$ cat config.mk
export PLATFORM = sky130hd
export DESIGN_NAME = mult_seq_ctrl
export DESIGN_NICKNAME = d
export VERILOG_FILES = /design/src/rtl/mult_seq_ctrl.sv
export SDC_FILE = /design/constraint.sdc
export NUM_CORES = 1
export LEC_CHECK = 0
export BUFFER_PORTS_ARGS = -buffer_cell sky130_fd_sc_hd__buf_4
export CORE_ASPECT_RATIO = 1.1
export CORE_MARGIN = 2
export CORE_UTILIZATION = 45
export DETAILED_ROUTE_END_ITERATION = 8
export GPL_TIMING_DRIVEN = 0
export PLACE_DENSITY = 0.67
export REMOVE_ABC_BUFFERS = 1
export SYNTH_ARGS = -nofsm -noshare
export SYNTH_HDL_FRONTEND = slang
export SYNTH_SLANG_ARGS = --single-unit
$ cat constraint.sdc
create_clock -name clk -period 3 [get_ports clk]
set_clock_uncertainty 0.15 [all_clocks]
set_input_delay 0 -clock clk [delete_from_list [all_inputs] [get_ports clk]]
set_output_delay 0 -clock clk [all_outputs]
set_load 0.03 [all_outputs]
$ cat src/rtl/mult_seq_ctrl.sv
// mult_seq_ctrl: sequenced shift-and-add multiplier.
// The block processes one multiplier bit per clock. Operands arrive over a
// valid/ready input handshake. The unsigned 2*WIDTH-bit product leaves over
// a valid/ready output handshake. Input and output handshakes never overlap:
// a new operand pair is accepted only after the previous product is taken.
module mult_seq_ctrl #(
    parameter int WIDTH      = 8,
    parameter bit EARLY_EXIT = 1'b0
) (
    input  logic               clk,
    input  logic               rst_n,
    input  logic               in_valid,
    output logic               in_ready,
    input  logic [WIDTH-1:0]   a,
    input  logic [WIDTH-1:0]   b,
    output logic               out_valid,
    input  logic               out_ready,
    output logic [2*WIDTH-1:0] product,
    output logic               busy
);

    localparam int PW = 2 * WIDTH;
    localparam int CW = (WIDTH > 1) ? $clog2(WIDTH) : 1;
    localparam logic [CW-1:0] LAST_BIT = CW'(WIDTH - 1);

    typedef enum logic [1:0] {
        S_IDLE,
        S_RUN,
        S_DONE
    } state_t;

    state_t         state;
    state_t         state_nxt;
    logic [PW-1:0]  mcand;
    logic [WIDTH-1:0] mplier;
    logic [CW-1:0]  count;
    logic [PW-1:0]  acc;
    logic [PW-1:0]  acc_sum;
    logic           accept;
    logic           zero_mplier;
    logic           run_last;

    // Conditional partial-product add. a*b < 2^PW, so the sum never wraps.
    function automatic logic [PW-1:0] add_partial(input logic [PW-1:0] sum,
                                                  input logic [PW-1:0] addend,
                                                  input logic        en);
        add_partial = en ? (sum + addend) : sum;
    endfunction

    assign in_ready    = (state == S_IDLE);
    assign busy        = (state != S_IDLE);
    assign out_valid   = (state == S_DONE);
    assign accept      = in_valid && in_ready;
    assign zero_mplier = EARLY_EXIT && (b == '0);
    assign acc_sum     = add_partial(acc, mcand, mplier[0]);
    assign run_last    = (count == LAST_BIT) ||
                         (EARLY_EXIT && (mplier[WIDTH-1:1] == '0));

    // State register.
    always_ff @(posedge clk or negedge rst_n) begin
        if (!rst_n) begin
            state <= S_IDLE;
        end else begin
            state <= state_nxt;
        end
    end

    // Next-state logic: accept -> run bit by bit -> hold result until taken.
    always_comb begin
        state_nxt = state;
        case (state)
            S_IDLE: begin
                if (accept) begin
                    state_nxt = zero_mplier ? S_DONE : S_RUN;
                end
            end
            S_RUN: begin
                if (run_last) begin
                    state_nxt = S_DONE;
                end
            end
            S_DONE: begin
                if (out_ready) begin
                    state_nxt = S_IDLE;
                end
            end
            default: state_nxt = S_IDLE;
        endcase
    end

    // Datapath: load operands on accept, shift/accumulate in RUN, and capture
    // the product only on entry to DONE so it stays put while out_valid is high.
    always_ff @(posedge clk or negedge rst_n) begin
        if (!rst_n) begin
            mcand   <= '0;
            mplier  <= '0;
            count   <= '0;
            acc     <= '0;
            product <= '0;
        end else begin
            case (state)
                S_IDLE: begin
                    if (accept) begin
                        mcand  <= {{WIDTH{1'b0}}, a};
                        mplier <= b;
                        acc    <= '0;
                        count  <= '0;
                        if (zero_mplier) begin
                            product <= '0;
                        end
                    end
                end
                S_RUN: begin
                    acc    <= acc_sum;
                    mcand  <= mcand << 1;
                    mplier <= mplier >> 1;
                    count  <= count + 1'b1;
                    if (run_last) begin
                        product <= acc_sum;
                    end
                end
                default: begin
                end
            endcase
        end
    end

endmodule

Yosys cells after proc, flatten, opt, wreduce, memory -nomap -nowiden

Cells that the tools add are included.

Add/sub/neg operators: 2
Eq/ne operators: 6
Multiplexer cells: 13
Reduce and logical (&&, ||, !) cells: 7

Operators by type and width:

| cell                | number |
|---|---|
| $pmux 16 s2         | 2 |
| $mux 16             | 3 |
| $add 16x16->16      | 1 |
| $pmux 8 s2          | 1 |
| $mux 8              | 1 |
| $mux 2              | 3 |
| $pmux 2 s3          | 1 |
| $pmux 3 s2          | 1 |
| $ne 2x1->1 const B  | 2 |
| $reduce_and 2->1    | 2 |
| $reduce_bool 2->1   | 2 |
| $add 3x1->3 const B | 1 |
| $eq 3x3->1 const B  | 1 |
| $mux 3              | 1 |
| $reduce_and 3->1    | 1 |
| $eq 2x1->1 const B  | 1 |
| $eq 2x2->1 const B  | 1 |
| $logic_not 2->1     | 1 |
| $ne 2x2->1 const B  | 1 |
| $logic_and 1x1->1   | 1 |

Bits in registers: 61
Input bits: 20
Output and inout port bits: 19
Word-level logic and storage cells: 34

Longest topological paths before layout

Depth after elaboration: 4
Mapped depth: 9
Depth with buffers taken out: 9

Least setup slack after synthesis

OpenSTA, ideal clock, no wires.

Path kind: register to register
Start point: register mcand[0]
End point: register acc[14]
Library setup time: 0.095 ns
Arrival: 2.259 ns
Required time: 2.755 ns
Setup slack: 0.496 ns
Cell stages (with the launch flop): 10
Path buffers: 0
Clock period less this slack: 2.504 ns
Path through: dfrtp_1 ha_1 fa_1 a211oi_1 o21bai_1 a21oi_1 o21ai_0 a41o_2 xnor2_1 o31ai_1

Longest elaborated chain between the ends: 3

Ends and longest elaborated chain:

| what                   | line | RTL |
|---|---|---|
| start, declared        | 34   | `logic [PW-1:0] mcand;` |
| start signal, assigned | 104  | `mcand <= {{WIDTH{1'b0}}, a};` |
| start signal, assigned | 115  | `mcand <= mcand << 1;` |
| $add 16x16->16         | 47   | `add_partial = en ? (sum + addend) : sum;` |
| $mux 16                | 47   |  |
| $pmux 16 s2            | 101  | `case (state)` |
| end signal, assigned   | 114  | `acc <= acc_sum;` |
| end, declared          | 37   | `logic [PW-1:0] acc;` |

No other way between the ends.
A chain may end at the register's enable or synchronous reset.

Worst setup path in the final report

Start point: register mcand[0]
End point: register product[14]

Longest elaborated chain between the ends: 2

Ends and longest elaborated chain:

| what                 | line | RTL |
|---|---|---|
| $add 16x16->16       | 47   |  |
| $mux 16              | 47   |  |
| end signal, assigned | 119  | `product <= acc_sum;` |
| end, declared        | 18   | `output logic [2*WIDTH-1:0] product,` |

No other way between the ends.

==> Implementation_results.wiki <==
{| class="wikitable"
! Metric !! Value
|-
| Outcome || complete, no violations
|-
| Detailed Route WL || between 7000 and 8000 um
|-
| Std-Cell Rows || 32
|-
| Cell area after placement || approximately 3500 um^2
|-
| Ant diodes || 0
|-
| Setup repair after global routing missed its margin || false
|-
| Total of endpoints with negative setup slack in the final report || 0
|-
| Reg2Reg Depth || 9
|-
| Class of the most critical setup path || flip-flop to flip-flop
|-
| Period utilisation layout || 92.1%
|-
| Final count of pins violating max slew || 0
|-
| Antenna violations before repair || 0
|-
| Max Freq || between 300 and 400 MHz
|-
| Worst flop-to-flop path endpoint || product[14]$_DFFE_PN0P_
|-
| Vias in the first global route || around 2,500
|-
| Required time of the critical path || approximately 3.1 ns
|-
| Endpoints failing hold || 0
|-
| Floorplan Core Area || 6930 um^2
|-
| Overall die area || between 7000 and 8000 um^2
|-
| Die Wd || about 84 um
|-
| Total of max-cap violations || 0
|-
| Clock buffer depth || 2
|-
| Utilization of the core after routing || a little under three fifths
|-
| Fraction of registers with async set or reset after synthesis || between 90% and 100%
|-
| Critical path fanouts, max || 4
|-
| Kind of launch point of the worst setup path || flip-flop
|-
| Remaining DRCs || 0
|-
| Average footprint of a synthesized cell || 10.2 um^2
|-
| Via-per-instance ratio || between 5 and 6
|-
| Port Buffer Count || 38
|-
| Transition time of the tightest slew-check pin || between 0.9 and 1 ns
|-
| Number of flops mapped to enable cells by yosys || 0
|-
| First-pass GRT wire length || roughly 12,000 um
|-
| ANT nets after route || 0
|-
| Fraction of synthesized cell area taken by the top area cell type || between 40% and 50%
|-
| Flop-to-flop setup slack || 0.24 ns
|-
| CTS clk-pin slew, worst paths || roughly 0.070 ns
|-
| Post-layout worst setup margin || approximately 0.24 ns
|-
| Clock latency on the worst-skew pair || approximately 0.35 ns
|-
| Share of synthesized area occupied by flip-flops and latches || between 40% and 50%
|-
| Final Power || a little under 0.004 W
|-
| Placer's final routability congestion estimate || between 0.8 and 0.9
|-
| Pin count of the biggest net entering global routing || between 60 and 70
|-
| Initial core utilization || ~46%
|-
| Wire length per cell after detailed routing || approximately 15 um
|-
| Startpoint of the worst register-to-register path || mcand[0]$_DFFE_PN0P_
|-
| Multi-input gate area in the final layout || about 1500 um^2
|-
| Peak ir drop on the vdd network || 0.000617 V
|-
| Synth unique cells || 40
|-
| Yosys Warn Count || 0
|-
| Total congestion overflow || 0
|-
| HPWL after detailed placement || between 4000 and 5000 um
|-
| Tot GR Track Use || approximately a fifth
|-
| Arrival time reported for the critical path endpoint || 2.84 ns
|-
| Crit. End Element || flip-flop
|-
| Chip height || about 92 um
|-
| Worst-case headroom to the max-slew limit || ~34%
|-
| Worst min-delay path category || input pin to async pin
|-
| Combined flip-flop and latch cell area || about 1500 um^2
|-
| Htree depth || 3
|-
| List of most frequent post-synthesis cells || sky130_fd_sc_hd__dfrtp_1 (61), sky130_fd_sc_hd__nand2_1 (38), sky130_fd_sc_hd__o21ai_0 (34)
|-
| Fin crit period || approximately 2.8 ns
|-
| Number of nets in the layout || 403
|-
| Total standard cell area after synthesis || between 3000 and 4000 um^2
|-
| Area growth, synth to finish || 23.2%
|-
| Clock net sink count || 61
|-
| Number of filler cells placed in the layout || 608
|-
| CTS tree || done
|-
| Total non-filler cell area in the finished layout || about 4000 um^2
|-
| Main area contributors after synthesis || sky130_fd_sc_hd__dfrtp_1 (48%), sky130_fd_sc_hd__ha_1 (6.7%), sky130_fd_sc_hd__a22o_1 (5.8%)
|-
| Number of buffers inserted by post-CTS setup repair || 0
|-
| Post-synthesis instance total || just over 300
|-
| Post-synthesis register bit count || just over 60
|-
| Power density cells || roughly 1000 nW/um^2
|-
| Worst slack, placed || -0.0617 ns
|-
| Cell accounting for the most synthesized area || sky130_fd_sc_hd__dfrtp_1
|-
| First drt pass iteration count || 7
|-
| Most instantiated flip-flop cell in the synthesis netlist || sky130_fd_sc_hd__dfrtp_1
|-
| Proportion of layout cells with a drive suffix above 1 || 16.2%
|-
| Iteration-0 DRC count of the detailed router || 67
|-
| Total number of vias || about 2,600
|-
| Root cell of the clock tree || sky130_fd_sc_hd__clkbuf_8
|-
| Static power due to leakage || between 1.5 and 2 nW
|-
| Most common cell in the synthesized netlist || sky130_fd_sc_hd__dfrtp_1
|-
| Count of boundary I/O pins || 39
|-
| Clock buffers created by TritonCTS || 9
|}
-- area by class of cell --
type                       instances  area share [%]
timing repair buffer              60            13.1
inverter                           6           0.577
clock inverter                     5            1.28
tap                               85            2.73
sequential                        61            39.1
multi-input combinational        227            39.6
clock buffer                      11            3.63
-- per-layer routing --
layer | track usage [%] | wire (um) | vias up
li1 | - | - | 1256
met1 | 26.0 | 3260 | 1246
met2 | 30.9 | 3390 | 51
met3 | 4.68 | 309 | 8
met4 | 6.85 | 74 | 0
met5 | 0 | 0 | -
-- cell families after synthesis --
kind of cell | Yosys count | share of synthesized area [%]
fa+ha+maj | 18 | 7.35
xor+xnor | 13 | 3.60
compound gates | 115 | 24.2
mux | 10 | 3.16
flops | 61 | 48.2
buf+inv | 23 | 3.48
simple gates | 71 | 10.0
-- layout by cell type (no fill, tap or decap), types with 5 or more instances in the layout --
cell type	n
sky130_fd_sc_hd__a21o_1	6
sky130_fd_sc_hd__a21oi_1	18
sky130_fd_sc_hd__a22o_1	21
sky130_fd_sc_hd__a22oi_1	13
sky130_fd_sc_hd__and3_1	5
sky130_fd_sc_hd__buf_4	38
sky130_fd_sc_hd__clkbuf_8	10
sky130_fd_sc_hd__dfrtp_1	61
sky130_fd_sc_hd__dlygate4sd3_1	21
sky130_fd_sc_hd__ha_1	17
sky130_fd_sc_hd__inv_1	6
sky130_fd_sc_hd__mux2i_1	10
sky130_fd_sc_hd__nand2_1	37
sky130_fd_sc_hd__nor2_1	14
sky130_fd_sc_hd__o21ai_0	34
sky130_fd_sc_hd__xnor2_1	10
-- how the worst max path moves through the flow --
stage / from / end / cells past startpoint
floorplan: mcand[0]$_DFFE_PN0P_ / acc[14]$_DFFE_PN0P_ / 9
global placement: state[0]$_DFFE_PN0P_ / acc[3]$_DFFE_PN0P_ / 3
detailed placement: state[0]$_DFFE_PN0P_ / product[13]$_DFFE_PN0P_ / 5
CTS: mcand[0]$_DFFE_PN0P_ / product[14]$_DFFE_PN0P_ / 9
global route: mcand[0]$_DFFE_PN0P_ / product[14]$_DFFE_PN0P_ / 9
finish: mcand[0]$_DFFE_PN0P_ / product[14]$_DFFE_PN0P_ / 9
-- metrics by stage --
step	setup TNS (ns)	instances	hold WS, ns
4_1_cts	0	455	0.154
2_1_floorplan	0	294	-0.446
6_report	0	455	0.116
3_5_place_dp	-0.227	418	-0.0189
5_1_grt	0	455	0.182
3_3_place_gp	-3.31	417	-0.0224
-- registers in the layout, summed over array words and instances, names as in the netlist --
signal,flops
acc,16
mcand,16
product,16
mplier,8
count,3
state,2
-- worst max-delay path, stage by stage, from the launching register on --
cell	delay, ns
sky130_fd_sc_hd__dfrtp_1	0.41
sky130_fd_sc_hd__ha_1	0.24
sky130_fd_sc_hd__fa_1	0.43
sky130_fd_sc_hd__a211oi_1	0.24
sky130_fd_sc_hd__o21bai_1	0.13
sky130_fd_sc_hd__a21oi_2	0.24
sky130_fd_sc_hd__o21ai_0	0.17
sky130_fd_sc_hd__a41o_2	0.31
sky130_fd_sc_hd__xnor2_1	0.20
sky130_fd_sc_hd__o21ai_0	0.13
-- timing repair --
| item | CTS | global route |
|---|---|---|
| resized for setup | 1 | 2 |
| pin swaps | 0 | 0 |
| endpoints found under the setup margin | 7 | 16 |
| hold endpoints to repair | 78 | 0 |
| hold buffers | 21 | 0 |
-- power breakdown --
| group | switching [W] | internal, W |
|---|---|---|
| Clock | 0.000321 | 0.000400 |
| Sequential | 0.000312 | 0.00113 |
| Combinational | 0.00102 | 0.000763 |
Note: power is estimated with default switching activity, not from simulation.
